[src/rtl/instr_mem_loader_if.sv]
// ---------------------------------------------------------------------------
// instr_mem_loader_if
//
// Bundles the program-load handshake, the instruction-memory write port and
// the loader status flags into one interface.
//
//   master : program source / bench side. Drives start and the instruction
//            fields; observes in_ready, the write port and the status flags.
//   slave  : the loader itself (instr_mem_loader).
//
// Signals
//   start        begin a new program load (restarts address and count)
//   in_valid     instruction fields valid
//   in_ready     loader accepts fields this cycle
//   in_last      final instruction of the program
//   in_kind      0=load-I 1=ALU-I 2=S 3=R 4=B 5=J 6/7=illegal
//   in_rd/rs1/rs2, in_func3, in_func7   register and function fields
//   in_imm       signed immediate (byte offset for B/J)
//   imem_we      one-cycle write strobe
//   imem_addr    byte address of the write
//   imem_wdata   encoded RV32I word
//   count        words written since the last start
//   busy, done, full, err   status flags
// ---------------------------------------------------------------------------
interface instr_mem_loader_if #(
    parameter int DEPTH_LOG2 = 6
);
    logic                  start;
    logic                  in_valid;
    logic                  in_ready;
    logic                  in_last;
    logic [2:0]            in_kind;
    logic [4:0]            in_rd;
    logic [4:0]            in_rs1;
    logic [4:0]            in_rs2;
    logic [2:0]            in_func3;
    logic [6:0]            in_func7;
    logic signed [31:0]    in_imm;
    logic                  imem_we;
    logic [31:0]           imem_addr;
    logic [31:0]           imem_wdata;
    logic [DEPTH_LOG2:0]   count;
    logic                  busy;
    logic                  done;
    logic                  full;
    logic                  err;

    modport master (
        output start, in_valid, in_last, in_kind, in_rd, in_rs1, in_rs2,
               in_func3, in_func7, in_imm,
        input  in_ready, imem_we, imem_addr, imem_wdata, count,
               busy, done, full, err
    );

    modport slave (
        input  start, in_valid, in_last, in_kind, in_rd, in_rs1, in_rs2,
               in_func3, in_func7, in_imm,
        output in_ready, imem_we, imem_addr, imem_wdata, count,
               busy, done, full, err
    );
endinterface

[src/rtl/instr_mem_loader.sv]
// ---------------------------------------------------------------------------
// instr_mem_loader
//
// Accepts decoded instruction fields one beat at a time, encodes each beat
// into a 32-bit RV32I word and writes it into instruction memory at
// consecutive word addresses starting at BASE_ADDR.
//
// Ports
//   clk   system clock, rising edge
//   rst   synchronous active-high reset
//   bus   instr_mem_loader_if.slave (handshake, write port, status)
//
// Flow: IDLE --start--> ACCEPT --beat--> WRITE --> ACCEPT (or DONE on last).
// One word is written every two cycles. Illegal beats (kind 6/7, or B/J with
// an odd offset) are consumed without a write and set the sticky err flag.
// When count reaches 2**DEPTH_LOG2 the loader stops accepting until start.
// start in any state restarts the load; rst takes priority over start.
// ---------------------------------------------------------------------------
module instr_mem_loader #(
    parameter int          DEPTH_LOG2 = 6,
    parameter logic [31:0] BASE_ADDR  = 32'h0000_0000
) (
    input  logic                clk,
    input  logic                rst,
    instr_mem_loader_if.slave   bus
);

    localparam int                CNT_W   = DEPTH_LOG2 + 1;
    localparam logic [CNT_W-1:0]  CNT_MAX = CNT_W'(2 ** DEPTH_LOG2);

    localparam logic [6:0] OP_LOAD   = 7'b0000011;
    localparam logic [6:0] OP_ALU_I  = 7'b0010011;
    localparam logic [6:0] OP_STORE  = 7'b0100011;
    localparam logic [6:0] OP_ALU_R  = 7'b0110011;
    localparam logic [6:0] OP_BRANCH = 7'b1100011;
    localparam logic [6:0] OP_JAL    = 7'b1101111;

    typedef enum logic [1:0] {
        IDLE   = 2'd0,
        ACCEPT = 2'd1,
        WRITE  = 2'd2,
        DONE   = 2'd3
    } state_t;

    state_t             state;
    state_t             state_nxt;

    logic [CNT_W-1:0]   count_q;
    logic               err_q;
    logic               last_p1;
    logic [31:0]        addr_p1;
    logic [31:0]        wdata_p1;

    logic               full_w;
    logic               ready_w;
    logic               accept_w;
    logic               legal_w;
    logic               wr_fire_w;
    logic               imem_we_w;
    logic               busy_w;
    logic               done_w;

    // -----------------------------------------------------------------------
    // A beat is legal when its kind has an encoding and, for B/J, the byte
    // offset is even (bit 0 cannot be represented in those formats).
    // -----------------------------------------------------------------------
    function automatic logic beat_legal(
        input logic [2:0]         kind,
        input logic signed [31:0] imm
    );
        logic ok;
        ok = 1'b1;
        if (kind > 3'd5) begin
            ok = 1'b0;
        end else if ((kind == 3'd4 || kind == 3'd5) && imm[0]) begin
            ok = 1'b0;
        end
        return ok;
    endfunction

    // -----------------------------------------------------------------------
    // RV32I encoder. Immediate bits above each format's range are dropped.
    // -----------------------------------------------------------------------
    function automatic logic [31:0] encode(
        input logic [2:0]         kind,
        input logic [4:0]         rd,
        input logic [4:0]         rs1,
        input logic [4:0]         rs2,
        input logic [2:0]         func3,
        input logic [6:0]         func7,
        input logic signed [31:0] imm
    );
        logic [31:0] word;
        case (kind)
            3'd0:    word = {imm[11:0], rs1, func3, rd, OP_LOAD};
            3'd1:    word = {imm[11:0], rs1, func3, rd, OP_ALU_I};
            3'd2:    word = {imm[11:5], rs2, rs1, func3, imm[4:0], OP_STORE};
            3'd3:    word = {func7, rs2, rs1, func3, rd, OP_ALU_R};
            3'd4:    word = {imm[12], imm[10:5], rs2, rs1, func3,
                             imm[4:1], imm[11], OP_BRANCH};
            3'd5:    word = {imm[20], imm[10:1], imm[11], imm[19:12],
                             rd, OP_JAL};
            default: word = 32'h0000_0000;
        endcase
        return word;
    endfunction

    // Handshake and status decode shared by the FSM and datapath.
    assign full_w    = (count_q == CNT_MAX);
    assign ready_w   = (state == ACCEPT) && !full_w;
    assign accept_w  = bus.in_valid && ready_w;
    assign legal_w   = beat_legal(bus.in_kind, bus.in_imm);
    // A concurrent start cancels the pending write.
    assign wr_fire_w = (state == WRITE) && !bus.start;

    // -----------------------------------------------------------------------
    // FSM: state register
    // -----------------------------------------------------------------------
    always_ff @(posedge clk) begin
        if (rst) begin
            state <= IDLE;
        end else begin
            state <= state_nxt;
        end
    end

    // -----------------------------------------------------------------------
    // FSM: next-state logic. start overrides whatever the state was doing,
    // including a beat offered in the same cycle.
    // -----------------------------------------------------------------------
    always_comb begin
        state_nxt = state;
        if (bus.start) begin
            state_nxt = ACCEPT;
        end else begin
            case (state)
                IDLE:   state_nxt = IDLE;
                ACCEPT: begin
                    if (accept_w) begin
                        if (legal_w) begin
                            state_nxt = WRITE;
                        end else if (bus.in_last) begin
                            state_nxt = DONE;
                        end else begin
                            state_nxt = ACCEPT;
                        end
                    end
                end
                WRITE:  state_nxt = last_p1 ? DONE : ACCEPT;
                DONE:   state_nxt = DONE;
                default: state_nxt = IDLE;
            endcase
        end
    end

    // -----------------------------------------------------------------------
    // FSM: output logic. The write strobe is gated by rst so a reset landing
    // in the WRITE cycle aborts the write immediately.
    // -----------------------------------------------------------------------
    always_comb begin
        imem_we_w = 1'b0;
        busy_w    = 1'b0;
        done_w    = 1'b0;
        case (state)
            ACCEPT: busy_w = 1'b1;
            WRITE: begin
                busy_w    = 1'b1;
                imem_we_w = wr_fire_w && !rst;
            end
            DONE:   done_w = 1'b1;
            default: begin
                busy_w = 1'b0;
            end
        endcase
    end

    // -----------------------------------------------------------------------
    // Control registers: word count and sticky error.
    // -----------------------------------------------------------------------
    always_ff @(posedge clk) begin
        if (rst) begin
            count_q <= '0;
            err_q   <= 1'b0;
        end else if (bus.start) begin
            count_q <= '0;
            err_q   <= 1'b0;
        end else begin
            if (wr_fire_w) begin
                count_q <= count_q + CNT_W'(1);
            end
            if (accept_w && !legal_w) begin
                err_q <= 1'b1;
            end
        end
    end

    // ---- stage p1: accepted beat encoded and registered for the write ----
    // Address and data hold their last values whenever no legal beat is taken.
    always_ff @(posedge clk) begin
        if (rst) begin
            addr_p1  <= BASE_ADDR;
            wdata_p1 <= 32'h0000_0000;
            last_p1  <= 1'b0;
        end else if (accept_w && !bus.start) begin
            last_p1 <= bus.in_last;
            if (legal_w) begin
                addr_p1  <= BASE_ADDR + (32'(count_q) << 2);
                wdata_p1 <= encode(bus.in_kind, bus.in_rd, bus.in_rs1,
                                   bus.in_rs2, bus.in_func3, bus.in_func7,
                                   bus.in_imm);
            end
        end
    end

    assign bus.in_ready   = ready_w;
    assign bus.imem_we    = imem_we_w;
    assign bus.imem_addr  = addr_p1;
    assign bus.imem_wdata = wdata_p1;
    assign bus.count      = count_q;
    assign bus.busy       = busy_w;
    assign bus.done       = done_w;
    assign bus.full       = full_w;
    assign bus.err        = err_q;

endmodule

[src/flat_wrapper.sv]
// flat-port wrapper written by rule: the top's interface ports become plain ports
module instr_mem_loader_flat 
#(
    parameter int          DEPTH_LOG2 = 6,
    parameter logic [31:0] BASE_ADDR  = 32'h0000_0000
)
  (clk, rst, bus_start, bus_in_valid, bus_in_last, bus_in_kind, bus_in_rd, bus_in_rs1, bus_in_rs2, bus_in_func3, bus_in_func7, bus_in_imm, bus_in_ready, bus_imem_we, bus_imem_addr, bus_imem_wdata, bus_count, bus_busy, bus_done, bus_full, bus_err);
  instr_mem_loader_if #(.DEPTH_LOG2(DEPTH_LOG2)) bus_i ();
  input  logic clk;
  input  logic rst;
  input wire logic [$bits(bus_i.start)-1:0] bus_start;
  input wire logic [$bits(bus_i.in_valid)-1:0] bus_in_valid;
  input wire logic [$bits(bus_i.in_last)-1:0] bus_in_last;
  input wire logic [$bits(bus_i.in_kind)-1:0] bus_in_kind;
  input wire logic [$bits(bus_i.in_rd)-1:0] bus_in_rd;
  input wire logic [$bits(bus_i.in_rs1)-1:0] bus_in_rs1;
  input wire logic [$bits(bus_i.in_rs2)-1:0] bus_in_rs2;
  input wire logic [$bits(bus_i.in_func3)-1:0] bus_in_func3;
  input wire logic [$bits(bus_i.in_func7)-1:0] bus_in_func7;
  input wire logic [$bits(bus_i.in_imm)-1:0] bus_in_imm;
  output wire logic [$bits(bus_i.in_ready)-1:0] bus_in_ready;
  output wire logic [$bits(bus_i.imem_we)-1:0] bus_imem_we;
  output wire logic [$bits(bus_i.imem_addr)-1:0] bus_imem_addr;
  output wire logic [$bits(bus_i.imem_wdata)-1:0] bus_imem_wdata;
  output wire logic [$bits(bus_i.count)-1:0] bus_count;
  output wire logic [$bits(bus_i.busy)-1:0] bus_busy;
  output wire logic [$bits(bus_i.done)-1:0] bus_done;
  output wire logic [$bits(bus_i.full)-1:0] bus_full;
  output wire logic [$bits(bus_i.err)-1:0] bus_err;
  assign bus_i.start = bus_start;
  assign bus_i.in_valid = bus_in_valid;
  assign bus_i.in_last = bus_in_last;
  assign bus_i.in_kind = bus_in_kind;
  assign bus_i.in_rd = bus_in_rd;
  assign bus_i.in_rs1 = bus_in_rs1;
  assign bus_i.in_rs2 = bus_in_rs2;
  assign bus_i.in_func3 = bus_in_func3;
  assign bus_i.in_func7 = bus_in_func7;
  assign bus_i.in_imm = bus_in_imm;
  assign bus_in_ready = bus_i.in_ready;
  assign bus_imem_we = bus_i.imem_we;
  assign bus_imem_addr = bus_i.imem_addr;
  assign bus_imem_wdata = bus_i.imem_wdata;
  assign bus_count = bus_i.count;
  assign bus_busy = bus_i.busy;
  assign bus_done = bus_i.done;
  assign bus_full = bus_i.full;
  assign bus_err = bus_i.err;
  instr_mem_loader #(.DEPTH_LOG2(DEPTH_LOG2), .BASE_ADDR(BASE_ADDR)) u_core (.clk(clk), .rst(rst), .bus(bus_i));
endmodule
[config.mk]
export PLATFORM = sky130hd
export DESIGN_NAME = instr_mem_loader_flat
export DESIGN_NICKNAME = d
export VERILOG_FILES = /design/src/rtl/instr_mem_loader_if.sv /design/src/rtl/instr_mem_loader.sv /design/src/flat_wrapper.sv
export SDC_FILE = /design/constraint.sdc
export NUM_CORES = 1
export LEC_CHECK = 0
export CAP_MARGIN = 25
export CORE_ASPECT_RATIO = 1.75
export CORE_UTILIZATION = 45
export CTS_BUF_LIST = sky130_fd_sc_hd__clkbuf_8
export DETAILED_ROUTE_END_ITERATION = 8
export GPL_ROUTABILITY_DRIVEN = 0
export PLACE_DENSITY = 0.92
export SKIP_LAST_GASP = 1
export SYNTH_ARGS = -nofsm -noshare
export SYNTH_HDL_FRONTEND = slang
export SYNTH_SLANG_ARGS = --single-unit
[constraint.sdc]
create_clock -name clk -period 4.35 [get_ports clk]
set_input_delay 0.87 -clock clk [delete_from_list [all_inputs] [get_ports clk]]
set_output_delay 0.87 -clock clk [all_outputs]
set_load 0.005 [all_outputs]
==> qor.csv <==
stage,metric,value,unit
global_route,grt_pass1_vias,2588,
critical_path,path_class,input pin to output pin,
logic_synthesis,synth_warnings,0,
logic_synthesis,synth_cell_type_count,41,
cts,cts.hold.buffers_added,0,
timing,rsz0062_at_grt,false,
route,drc,0,
route,wl_per_cell,14.5,um
critical_path,start_kind,input pin,
logic_synthesis,synth_commonest_cells,"a21oi_1 (51), dfxtp_1 (48), nor2_1 (47), nand2_1 (29), buf_4 (28)",
power_and_ir_drop,p_leak,1.38,nW
timing,period_minus_slack,3.27,ns
cts,root_buffer,clkbuf_8,
critical_path,required,3.48,ns
global_route,track_usage,22.6,%
route,first_pass_iters,4,
logic_synthesis,synth_area,2820,um^2
logic_synthesis,synth_edf_count,0,
global_route,grt_pass1_wl,11.3,mm
floorplan,initial_core_util,47.3,%
placement,hpwl,5.66,mm
logic_synthesis,synthFlopType,dfxtp_1,
critical_path,cpMostUsedCell,clkdlybuf4s50_1,
placement,io_buffer_count,105,
critical_path,r2r_slack,2.14,ns
floorplan,row_count,37,
cts,htreeDepth,2,
timing,slew_headroom,32.2,%
power_and_ir_drop,vdd_drop_max,0.227,mV
route,drtIter0Drc,159,
placement,dp.cells,521,
critical_path,worstPathBufferInverterCount,2,
timing,drv_slew,0,
route,detail-route-antenna-nets,0,
logic_synthesis,synth_top_cell_by_area,dfxtp_1,
cts,cts_resized,0,
critical_path,slowest_stage,clkdlybuf4s50_1,
finish,fin_nets,521,
timing,skew,0.0101,ns
timing,tightest_slew,1.01,ns
cts,cts_made_buffers,5,
logic_synthesis,synth_top_area_share,34.0,%
critical_path,cp_top_family,buffers and inverters,
critical_path,slowest_delay,0.50,ns
logic_synthesis,syn_area_per_cell,7.78,um^2
cts,post-cts-setup-buffer-count,0,
job,drv_cap,0,
global_route,antenna_found_initial,0,
timing,fin_crit_sh,75.1,%
logic_synthesis,async_flop_share,0,%
cts,cts_tree,built,
floorplan,dieArea,6610,um^2
route,vias_per_cell,5.26,
logic_synthesis,ys_seq_area_share,34.0,%
route,drt_wl_total,7.67,mm
floorplan,core_area,5970,um^2
finish,regArea,961,um^2
critical_path,crit_fanout,10,
cts,clk_latency,0.30,ns
timing,fmax,306,MHz
floorplan,die_w,61.9,um
floorplan,die_h,107,um
critical_path,worst_ep_arrival_time,2.40,ns
outcome,outcome,"finished, final reports clean",
finish,multiInputGateArea,1570,um^2
cts,cts.sinks,48,
global_route,grt_max_degree,40,
cts,clk_pin_slew_worst_paths,0.08,ns
finish,area_delta_synth_final,37.2,%
timing,setup_viol,0,
finish,n_antenna_cell,0,
power_and_ir_drop,power_density,243,nW/um^2
finish,fill_cells,507,
timing,timing.setup.tns,0,ns
finish,drive_gt1_share,4.66,%
finish,final_cells,529,
critical_path,endpoint_kind,output pin,
logic_synthesis,synth.area.top_cells,"dfxtp_1 (34%), a21oi_1 (9.0%), buf_4 (7.4%)",
route,num_vias,2782,
timing,hold_viol,0,
floorplan,io_pins,142,
hold_path,hp-class,register to register,
critical_path,crit_chain,clkdlybuf4s50_1 -> or2_2 -> nor2_1 -> clkdlybuf4s50_1,
cts,clockBufferDepth,2,
global_route,grt_overflow,0,
logic_synthesis,yosysMostFrequentCell,a21oi_1,
logic_synthesis,ys_seq_elements,48,
logic_synthesis,syn_inst,363,
==> worst register-to-register path, cell delays in order, from the launching register on <==
cell      delay (ns)
dfxtp_1         0.44
inv_1           0.07
ha_1            0.20
and2_1          0.22
a211oi_4        0.61
buf_12          0.29
nor2_1          0.07
a211oi_1        0.23
==> area by class of cell <==
cell class,count,area share [%]
Tap cell,78,2.52
Inverter,9,0.872
Timing Repair Buffer,110,28.4
Clock buffer,5,1.78
Sequential cell,48,24.8
Multi-Input combinational cell,276,40.6
Clock inverter,3,1.00
==> through the flow <==
stage	hold WS, ns	area, um^2	util, %	setup slack, ns	power (mW)
after floorplan	0.453	2910	-	2.02	0.564
after global placement	0.443	3770	63.1	1.08	0.630
after detailed placement	0.452	3770	63.1	1.08	0.635
after CTS	0.462	3870	64.9	1.08	0.949
after global routing	0.476	3870	64.9	1.02	0.987
final	0.460	3870	64.9	1.08	0.943
==> cells by family (layout without fill, tap and decap cells) <==
logic type / after synthesis / count (layout) / share of synthesized area, %
adder cells (fa/ha/maj): 6 / 6 / 2.66
flip-flops: 48 / 48 / 34.0
buffers and inverters: 63 / 127 / 13.4
AND/OR/NAND/NOR: 139 / 139 / 23.8
other: 1 / 25 / 0.133
multiplexers: 8 / 8 / 2.84
XOR/XNOR: 6 / 6 / 1.86
AO/OA/AOI/OAI: 92 / 92 / 21.3
==> sequential cells by signal, indices dropped and copies added, names as in the netlist <==
register and flops:
u_core.state 2, u_core.last_p1 1, u_core.bus.imem_wdata 30, u_core.bus.count 7, u_core.bus.imem_addr 7, u_core.bus.err 1
==> per-layer routing <==
| layer | share of wire, % | global-route usage (%) | vias up |
|---|---|---|---|
| met5 | 0 | 0 | - |
| met4 | 1.8 | 8.41 | 0 |
| met3 | 7.2 | 5.67 | 10 |
| met2 | 54 | 42.3 | 118 |
| met1 | 37 | 22.4 | 1291 |
| li1 | - | - | 1363 |
==> cell usage in the layout, fill, tap and decap left out, types with 8 or more instances in the layout <==
cell type,netlist,layout
a21oi_1,51,51
clkdlybuf4s50_1,0,105
nor2_1,47,47
a211oi_1,15,15
nand2_1,29,29
nand2b_1,21,21
inv_1,8,9
nand3_1,15,15
nor3_1,11,11
mux2i_1,8,8
dfxtp_1,48,48
conb_1,1,25
==> power by group <==
group          internal [mW]  total, mW  switching, mW
combinational         0.0904      0.173         0.0826
clock                  0.168      0.317          0.149
sequential             0.447      0.452        0.00503
total                  0.706      0.943          0.237
==> worst paths after layout <==
| path | start | depth (start not counted) | endpoint |
|---|---|---|---|
| worst min register to register | u_core.bus.imem_wdata[8]$_SDFFE_PP0P_ | 2 | u_core.bus.imem_wdata[8]$_SDFFE_PP0P_ |
| worst max register to register | u_core.bus.count[0]$_SDFFE_PP0P_ | 7 | u_core.bus.imem_wdata[25]$_SDFFE_PP0P_ |
| worst min-delay path | u_core.bus.imem_wdata[8]$_SDFFE_PP0P_ | 2 | u_core.bus.imem_wdata[8]$_SDFFE_PP0P_ |
| worst max-delay path | bus_start | 4 | bus_imem_we |
(Power assumes the default switching activity.)
